**src/rtl/rd73_pkg.sv**
```systemverilog
// Shared types and helpers for the rd73 vector sequencer: FSM states, input width,
// LFSR feedback taps and the golden rd73 reference (weight bit 2 of the inputs).
package rd73_pkg;

  localparam int N_IN = 7;

  // Fibonacci feedback x^7 + x^6 + 1: XOR of state bits 6 and 5
  localparam logic [N_IN-1:0] LFSR_TAPS = 7'b110_0000;

  typedef enum logic [2:0] {
    IDLE   = 3'd0,
    DRIVE  = 3'd1,
    SETTLE = 3'd2,
    SAMPLE = 3'd3,
    REPORT = 3'd4,
    FIN    = 3'd5
  } state_t;

  function automatic logic rd73_golden(input logic [N_IN-1:0] v);
    logic [2:0] cnt;
    cnt = '0;
    for (int i = 0; i < N_IN; i++) begin
      cnt = cnt + 3'(v[i]);
    end
    return cnt[2];
  endfunction

endpackage

```
**src/rtl/rd73_vec_gen.sv**
```systemverilog
// Vector source for the rd73 sequencer: ascending count 0..127 or LFSR walk,
// with load/advance controls and a flag marking the final vector of the run.
module rd73_vec_gen
  import rd73_pkg::*;
#(
  parameter int              CNT_W     = 16,
  parameter logic [N_IN-1:0] LFSR_SEED = 7'h5A
) (
  input  logic             clk,
  input  logic             rst,
  input  logic             load,
  input  logic             advance,
  input  logic             mode,
  input  logic [CNT_W-1:0] num_vec,
  output logic [N_IN-1:0]  vec,
  output logic             last
);

  logic             mode_q;
  logic [CNT_W-1:0] remain;
  logic [N_IN-1:0]  lfsr_next;

  always_comb begin
    lfsr_next = {vec[N_IN-2:0], ^(vec & LFSR_TAPS)};
  end

  always_ff @(posedge clk) begin
    if (rst) begin
      vec    <= '0;
      mode_q <= 1'b0;
      remain <= '0;
    end else if (load) begin
      mode_q <= mode;
      vec    <= mode ? LFSR_SEED : '0;
      // A zero count still runs one vector
      remain <= (num_vec == '0) ? CNT_W'(1) : num_vec;
    end else if (advance) begin
      vec    <= mode_q ? lfsr_next : vec + N_IN'(1);
      remain <= remain - CNT_W'(1);
    end
  end

  always_comb begin
    last = mode_q ? (remain == CNT_W'(1)) : (vec == {N_IN{1'b1}});
  end

endmodule

```
**src/rtl/rd73_vector_sequencer.sv**
```systemverilog
// Stimulus/check stage for the rd73 netlist: drives vectors on x, waits SETTLE_CYC
// cycles, samples z0 against the golden model and streams per-vector results.
module rd73_vector_sequencer
  import rd73_pkg::*;
#(
  parameter int              SETTLE_CYC = 2,
  parameter logic [N_IN-1:0] LFSR_SEED  = 7'h5A,
  parameter int              CNT_W      = 16
) (
  input  logic             clk,
  input  logic             rst,
  input  logic             start,
  input  logic             mode,
  input  logic [CNT_W-1:0] num_vec,
  output logic [N_IN-1:0]  x,
  input  logic             z0,
  output logic             res_valid,
  input  logic             res_ready,
  output logic [N_IN-1:0]  res_vec,
  output logic             res_z,
  output logic             res_ok,
  output logic             busy,
  output logic             done,
  output logic [CNT_W-1:0] err_cnt,
  output logic             fail_vld,
  output logic [N_IN-1:0]  fail_vec,
  output state_t           fsm_state
);

  localparam logic [3:0] SETTLE_LAST = 4'(SETTLE_CYC - 1);

  state_t          state;
  state_t          state_next;
  logic [3:0]      settle_cnt;
  logic [N_IN-1:0] gen_vec;
  logic            gen_last;
  logic            gen_load;
  logic            gen_advance;
  logic            golden;
  logic            mismatch;

  rd73_vec_gen #(
    .CNT_W    (CNT_W),
    .LFSR_SEED(LFSR_SEED)
  ) u_vec_gen (
    .clk    (clk),
    .rst    (rst),
    .load   (gen_load),
    .advance(gen_advance),
    .mode   (mode),
    .num_vec(num_vec),
    .vec    (gen_vec),
    .last   (gen_last)
  );

  always_ff @(posedge clk) begin
    if (rst) state <= IDLE;
    else     state <= state_next;
  end

  always_comb begin
    state_next = state;
    case (state)
      IDLE:    if (start) state_next = DRIVE;
      DRIVE:   state_next = SETTLE;
      SETTLE:  if (settle_cnt == SETTLE_LAST) state_next = SAMPLE;
      SAMPLE:  state_next = REPORT;
      REPORT:  if (res_ready) state_next = gen_last ? FIN : DRIVE;
      FIN:     state_next = IDLE;
      default: state_next = IDLE;
    endcase
  end

  // Result stream: res_valid is high only in REPORT; res_vec/res_z/res_ok hold
  // until a rising edge sees res_valid && res_ready, which is the transfer.
  always_comb begin
    res_valid   = (state == REPORT);
    busy        = (state == DRIVE) || (state == SETTLE) ||
                  (state == SAMPLE) || (state == REPORT);
    done        = (state == FIN);
    gen_load    = (state == IDLE) && start;
    gen_advance = (state == REPORT) && res_ready && !gen_last;
    fsm_state   = state;
  end

  always_comb begin
    golden   = rd73_golden(x);
    mismatch = (z0 != golden);
  end

  always_ff @(posedge clk) begin
    if (rst) begin
      x          <= '0;
      res_vec    <= '0;
      res_z      <= 1'b0;
      res_ok     <= 1'b0;
      err_cnt    <= '0;
      fail_vld   <= 1'b0;
      fail_vec   <= '0;
      settle_cnt <= '0;
    end else begin
      case (state)
        IDLE: begin
          if (start) begin
            err_cnt  <= '0;
            fail_vld <= 1'b0;
            fail_vec <= '0;
          end
        end
        DRIVE: begin
          x          <= gen_vec;
          settle_cnt <= '0;
        end
        SETTLE: settle_cnt <= settle_cnt + 4'd1;
        SAMPLE: begin
          res_z   <= z0;
          res_vec <= x;
          res_ok  <= !mismatch;
          if (mismatch) begin
            if (err_cnt != {CNT_W{1'b1}}) err_cnt <= err_cnt + CNT_W'(1);
            if (!fail_vld) begin
              fail_vld <= 1'b1;
              fail_vec <= x;
            end
          end
        end
        default: ;
      endcase
    end
  end

endmodule

```
**config.mk**
```make
export PLATFORM = sky130hd
export DESIGN_NAME = rd73_vector_sequencer
export DESIGN_NICKNAME = d
export VERILOG_FILES = /design/src/rtl/rd73_pkg.sv /design/src/rtl/rd73_vec_gen.sv /design/src/rtl/rd73_vector_sequencer.sv
export SDC_FILE = /design/constraint.sdc
export NUM_CORES = 1
export LEC_CHECK = 0
export ABC_AREA = 1
export CORE_UTILIZATION = 35
export DETAILED_ROUTE_END_ITERATION = 7
export GPL_ROUTABILITY_DRIVEN = 0
export HOLD_SLACK_MARGIN = 0.02
export REMOVE_ABC_BUFFERS = 1
export SYNTH_ARGS = -nofsm -noshare
export SYNTH_HDL_FRONTEND = slang
export SYNTH_SLANG_ARGS = --single-unit
```
**constraint.sdc**
```tcl
create_clock -name clk -period 3.39 [get_ports clk]
set_input_delay 0.678 -clock clk [delete_from_list [all_inputs] [get_ports clk]]
set_output_delay 0.678 -clock clk [all_outputs]
set_load 0.1 [all_outputs]
```
==> summary.md <==
| Metric | Value |
|---|---|
| ANT cells | 0 |
| VDD IR max | 0.0003979 V |
| Starting DRC count in detailed routing | 298 |
| Vias | 4408 |
| Placed Area | 0.004961 mm^2 |
| Synth Instances | 676 |
| Num ports | 68 |
| M1 GR Usage | 0.2372 |
| RSZ-0062 raised after global routing | no |
| Initial antenna violation count | 0 |
| GRT Util Overall | 0.1863 |
| Clk pin slew, worst setup/hold paths | 60 ps |
| Root Buffer | clkbuf_16 |
| GRT Max-Usage Layer | met2 |
| Final Hold Vio Count | 0 |
| Clock skew | around 3.8 ps |
| WL/cell | about 12 um |
| Status | complete, but fails checks |
| Sequential-to-total area share from yosys stat | 0.3337 |
| Cts hold-fix bufs | 0 |
| Worst path max stage delay | 540 ps |
| Max Clk Rate | approximately 0.36 GHz |
| Number of routed nets with antenna violations | 0 |
| Final Cell Area | 0.005284 mm^2 |
| P&R area growth vs syn | 24.06% |
| Vias in the first global route | 4090 |
| Filler instances | 1241 |
| Slew margin rel. | 0.3504 |
| Row cnt | 39 |
| Pleak | 2.381 nW |
| Violated checks | design-rule violations |
| Die area | ~0.013 mm^2 |
| Critical Path, Cell by Cell | fa_1 -> inv_1 -> fa_1 -> inv_1 -> ha_1 -> nand2_1 -> nand2_1 -> nand2_1 -> nand2_1 -> nand2_1 -> nand3_1 -> nand2_1 -> buf_4 -> nand3_1 -> nand2_1 -> inv_1 -> nor2_1 |
| Largest net degree at the start of global routing | 34 |
| Unique masters post-synth | 39 |
| Initial core utilization | 0.3667 |
| Clk Latency, worst-skew pair | between 300 and 400 ps |
| Final setup vio count | 0 |
| Via/cell ratio | 4.975 |
| Top cell by count, worst path | nand2_1 |
| Num CTS Buffers | 9 |
| Met2 GRT Util | 0.3097 |
| First-pass GRT wire length | 18900 um |
| Crit Path Category | reg -> reg |
| Die X-Extent | 112.3 um |
| Syn Std Cell Area | 0.004259 mm^2 |
| CP top delay family | adder cells |
| Grt ovf | 0 |
| Area of the core | roughly 0.012 mm^2 |
| Layout cell share with drive strength beyond 1 | 0.1117 |
| # port buffers | 67 |
| CTS tree | done |
| M3 GR Usage | 0.03240 |
| Pwr Total | about 0.0054 W |
| Yosys warns | 0 |
| CTS HTree Levels | 3 |
| Slew @ Worst Pin | between 900 and 1000 ps |
| Residual DRC | 5 |
| Power Dens Cells | 1014 mW/mm^2 |
| First-pass DRT Iterations | 8 |
| CP Launch Type | register |
| Class of the worst hold path | reg -> reg |
| Fin crit period | 2807 ps |
| Max Cap Violations | 0 |
| Slew Viols, Final | 0 |
| Post-layout net count | 770 |
| Synth Register Bits | 71 |
| Crit path max fanout | 20 |
| Critical path's slowest cell | fa_1 |
| Post-CTS Setup Bufs | 0 |
| DIE HEIGHT | roughly 110 um |
| CTS Buffer Depth | 2 |
| Synthesized area per cell | 6.300 um^2 |
| Routed wire length | 11050 um |
| Crit path required time | 3670 ps |
| Sink Count | 71 |
| Setup crit end kind | register |
| Post_cts resized | 0 |
| Fin crit share | 0.8280 |
| Worst Path Buf+Inv | 4 |
| Critical path data arrival time | ~3000 ps |
| Detail Placement HPWL | 7907 um |
-- sequential cells by signal, indices dropped and copies added (netlist names) --
name,cells
res_ok,1
res_z,1
fail_vec,7
u_vec_gen.remain,16
res_vec,7
fsm_state,3
err_cnt,16
x,7
u_vec_gen.vec,7
u_vec_gen.mode_q,1
settle_cnt,4
fail_vld,1
-- cell usage after synthesis, drive strengths merged --
cell type / number / area share
a211oi: 1 / 0.0018
a21oi: 30 / 0.035
a22o: 1 / 0.0021
a31oi: 1 / 0.0015
and2: 1 / 0.0015
buf: 17 / 0.028
clkbuf: 9 / 0.0079
clkinv: 1 / 0.00088
dfxtp: 71 / 0.33
fa: 2 / 0.0094
ha: 8 / 0.024
inv: 78 / 0.069
nand2: 172 / 0.15
nand3: 81 / 0.10
nand3b: 1 / 0.0018
nand4: 10 / 0.015
nor2: 132 / 0.12
nor3: 6 / 0.0097
nor4: 1 / 0.0015
o211a: 1 / 0.0024
o211ai: 2 / 0.0035
o21ai: 33 / 0.039
o21bai: 7 / 0.012
o22ai: 2 / 0.0029
o31ai: 1 / 0.0018
or2: 3 / 0.0044
xnor2: 1 / 0.0021
xor2: 3 / 0.0062
-- worst paths after layout --
check	from	endpoint	slack, ps	cells after the start
min	res_vec[5]	res_vec[5]	460	2
max	x[0]	err_cnt[12]	580	17
min reg2reg	res_vec[5]	res_vec[5]	460	2
max reg2reg	x[0]	err_cnt[12]	580	17
-- cell usage in the layout (no fill, tap or decap), types with 2 or more instances in the layout --
cell,instances
ha_1,8
xor2_1,3
nand2_1,167
fa_1,2
inv_2,3
clkinv_4,2
nand2_2,5
or2_2,3
o21ai_0,33
nor3_1,5
inv_1,75
nand3_2,8
o211ai_1,2
nand4_1,10
o22ai_1,2
nor2_1,126
nand3_1,73
nor2_2,4
buf_4,41
a21oi_1,30
o21bai_1,7
clkbuf_16,9
bufinv_16,2
clkdlybuf4s50_1,35
dfxtp_1,71
-- logic make-up (layout without fill, tap and decap cells) --
family	after synthesis	after routing	share of synthesized area
and+or+nand+nor	407	407	0.4169
buffers and inverters	105	172	0.1060
AOI/OAI and AO/OA	79	79	0.1022
DFF	71	71	0.3337
adders and majority gates	10	10	0.03290
xor gates and xnor gates	4	4	0.008227
-- tightest hold or removal path, stage by stage (launching register included) --
cell	delay [ps]
dfxtp_1	310
nand2_1	60
a21oi_1	50
-- stage by stage --
stage | worst slack [ps] | util | hold slack (ps) | setup TNS [ps] | instances
2_1_floorplan | -631.5 | - | 433.3 | -4933 | 650
3_3_place_gp | 661.3 | 0.4272 | 456.2 | 0 | 870
3_5_place_dp | 576.3 | 0.4272 | 457.0 | 0 | 870
4_1_cts | 575.0 | 0.4550 | 466.3 | 0 | 886
5_1_grt | 380.4 | 0.4550 | 485.7 | 0 | 886
6_report | 583.0 | 0.4550 | 462.8 | 0 | 886
-- where the power goes --
group	total (W)	switching, W	internal (W)	leakage, nW
sequential	0.00134	0.000268	0.00108	0.581
combinational	0.00297	0.00216	0.000811	1.65
clock	0.00104	0.000388	0.000650	0.153
total	0.00536	0.00282	0.00254	2.38
-- cell type report --
cell class	count	area [um^2]	share of cell area
multi-input combinational	500	2386	0.4516
inverter	79	296.5	0.05612
clock buffer	10	229.0	0.04333
clock inverter	6	93.84	0.01776
tap	143	178.9	0.03386
sequential	71	1421	0.2690
timing repair buffer	77	678.2	0.1283
-- layer usage --
metal / part of all wire / vias to the layer above
met3: 0.050 / 11
li1: - / 2280
met4: 0.016 / 0
met2: 0.46 / 111
met5: 0 / -
met1: 0.47 / 2006
Note: power is estimated with default switching activity, not from simulation.
==> RTL change (same settings) <==
Change the package constant `N_IN` from 7 to 8.
--- a/src/rtl/rd73_pkg.sv
+++ b/src/rtl/rd73_pkg.sv
@@ -2,7 +2,7 @@
 // LFSR feedback taps and the golden rd73 reference (weight bit 2 of the inputs).
 package rd73_pkg;
 
-  localparam int N_IN = 7;
+  localparam int N_IN = 8;
 
   // Fibonacci feedback x^7 + x^6 + 1: XOR of state bits 6 and 5
   localparam logic [N_IN-1:0] LFSR_TAPS = 7'b110_0000;
Interface: changed (resized fail_vec, res_vec and x); port bits go from 68 to 71. The function was not compared with the original's and may differ.
==> RTL change against the original RTL <==
- count of clock-buffer cells in the layout is 1 higher
- global-route usage is 0.29 points lower
- setup slack worse by 0.32 ns
- sequential cell count is 4 higher
- critical endpoint is now err_cnt[5]$_SDFFE_PP0P_
- final area is 8.1% higher
- area after synthesis is 9.1% higher
- largest power group unchanged
- first-iteration DRC count is 21% higher
- hold slack better by 0.0012 ns
- highest routed layer unchanged
- wire length is 5.6% higher
- via count is 3.6% higher
- total power is 15% higher
==> RTL change: results (changes against the original RTL) <==
LEAKAGE - 2.63 nW (was 2.38 nW)
Async SR Flop Fraction - 0% (unchanged)
Max incr delay on CP - 0.55 ns
Most frequent cells after synthesis - 213 x nand2_1, 122 x nor2_1, 94 x inv_1 (was 167 x nand2_1, 126 x nor2_1, 75 x inv_1)
Reg-to-Reg Start - x[0]$_SDFFE_PP0P_ (unchanged)
Setup Skew - 0.00828 ns (was 0.00382 ns)
Initial antenna violation count - 0 (unchanged)
Fillers - 1,339 (was 1,241)
Worst-path clk slew - 0.06 ns (about the same)
Largest net degree at the start of global routing - 47 (was 34)
Element type at the critical path start - register (unchanged)
Post-DP Area - 5360 µm² (was 4960 µm²)
CP Max Fanout - 13 (was 20)
H-Tree Depth - 3 (unchanged)
R2R Setup Slk - 0.27 ns (was 0.58 ns)
GRT Util Overall - 18.3% (was 18.6%)
Clk buf depth - 2 (unchanged)
Slowest cell on crit path - fa_1 (unchanged)
Initial drt markers - 361 (was 298)
Placed cells - 961 (was 870)
Largest registers - err_cnt x16, u_vec_gen.remain x16 (unchanged)
Rel. slew slack - 35.4% (was 35.0%)
FMAX - 0.320 GHz (was 0.356 GHz)
Status - finished clean (was finished with violations)
Syn Area/Cell - 6.30 µm² (about the same)
Total power draw - 6.18 mW (was 5.36 mW)
WL/cell - 11.9 µm (was 12.5 µm)
DRT Pass-1 Iters - 5 (was 8)
ANT cells - 0 (unchanged)
Setup WS pre-CTS - 0.202 ns (was 0.576 ns)
Synth unique cells - 37 (was 39)
Buffers added on ports - 70 (was 67)
Share of cells above drive strength 1 - 11.4% (was 11.2%)
Detailed-placement wirelength estimate - 8570 µm (was 7910 µm)
Worst Path Arrival - 3.40 ns (was 3.08 ns)
Fin Hold WS - 0.464 ns (was 0.463 ns)
CP Capture Point - err_cnt[5]$_SDFFE_PP0P_ (was err_cnt[12]$_SDFFE_PP0P_)
Seq/Total Area, Yosys - 32.3% (was 33.4%)
Worst Reg-to-Reg Cells - 16 (was 17)
Vias/cell - 4.67 (was 4.98)
Clk_lat worst skew - 0.34 ns (about the same)
Int Pwr - 2.85 mW (was 2.54 mW)
Seq power - 1.41 mW (was 1.34 mW)
Fin nets - 835 (was 770)
First-pass GRT wire length - 19,600 µm (was 18,900 µm)
Area contributors post-synth - dfxtp_1 32%, nand2_1 17%, nor2_1 9.9% (was dfxtp_1 33%, nand2_1 15%, nor2_1 11%)
Final instance count without filler cells - 978 (was 886)
Vias in the first global route - 4,134 (was 4,090)
VDD IR-drop max - 567 µV (was 398 µV)
-- RTL change: layout make-up --
type	count	area (µm²)	share of cell area (%)
Clock buffer	11	243	4.25
Clock inverter	5	86.3	1.51
Inverter	99	374	6.55
Multi-Input combinational cell	540	2610	45.7
Sequential cell	75	1500	26.3
Tap cell	172	215	3.77
Timing Repair Buffer	76	681	11.9
-- RTL change: metal layers --
metal / vias to the layer above / track usage, % / part of all wire (%)
li1: 2437 / - / -
met1: 2024 / 23.8 / 49
met2: 97 / 30.6 / 45
met3: 9 / 4.48 / 4.8
met4: 0 / 4.22 / 0.48
met5: - / 0 / 0
-- RTL change: logic make-up after synthesis --
group,after synthesis,synth area share [%]
simple gates,440,41.4
buf+inv,123,11.7
flops,75,32.3
xor+xnor,7,1.32
compound gates,81,9.56
fa+ha+maj,12,3.71
-- RTL change: repair_timing --
| item | in CTS | in global routing |
|---|---|---|
| endpoints found under the setup margin | 0 | 12 |
| resized for setup | 0 | 2 |
| setup buffers | 0 | 1 |
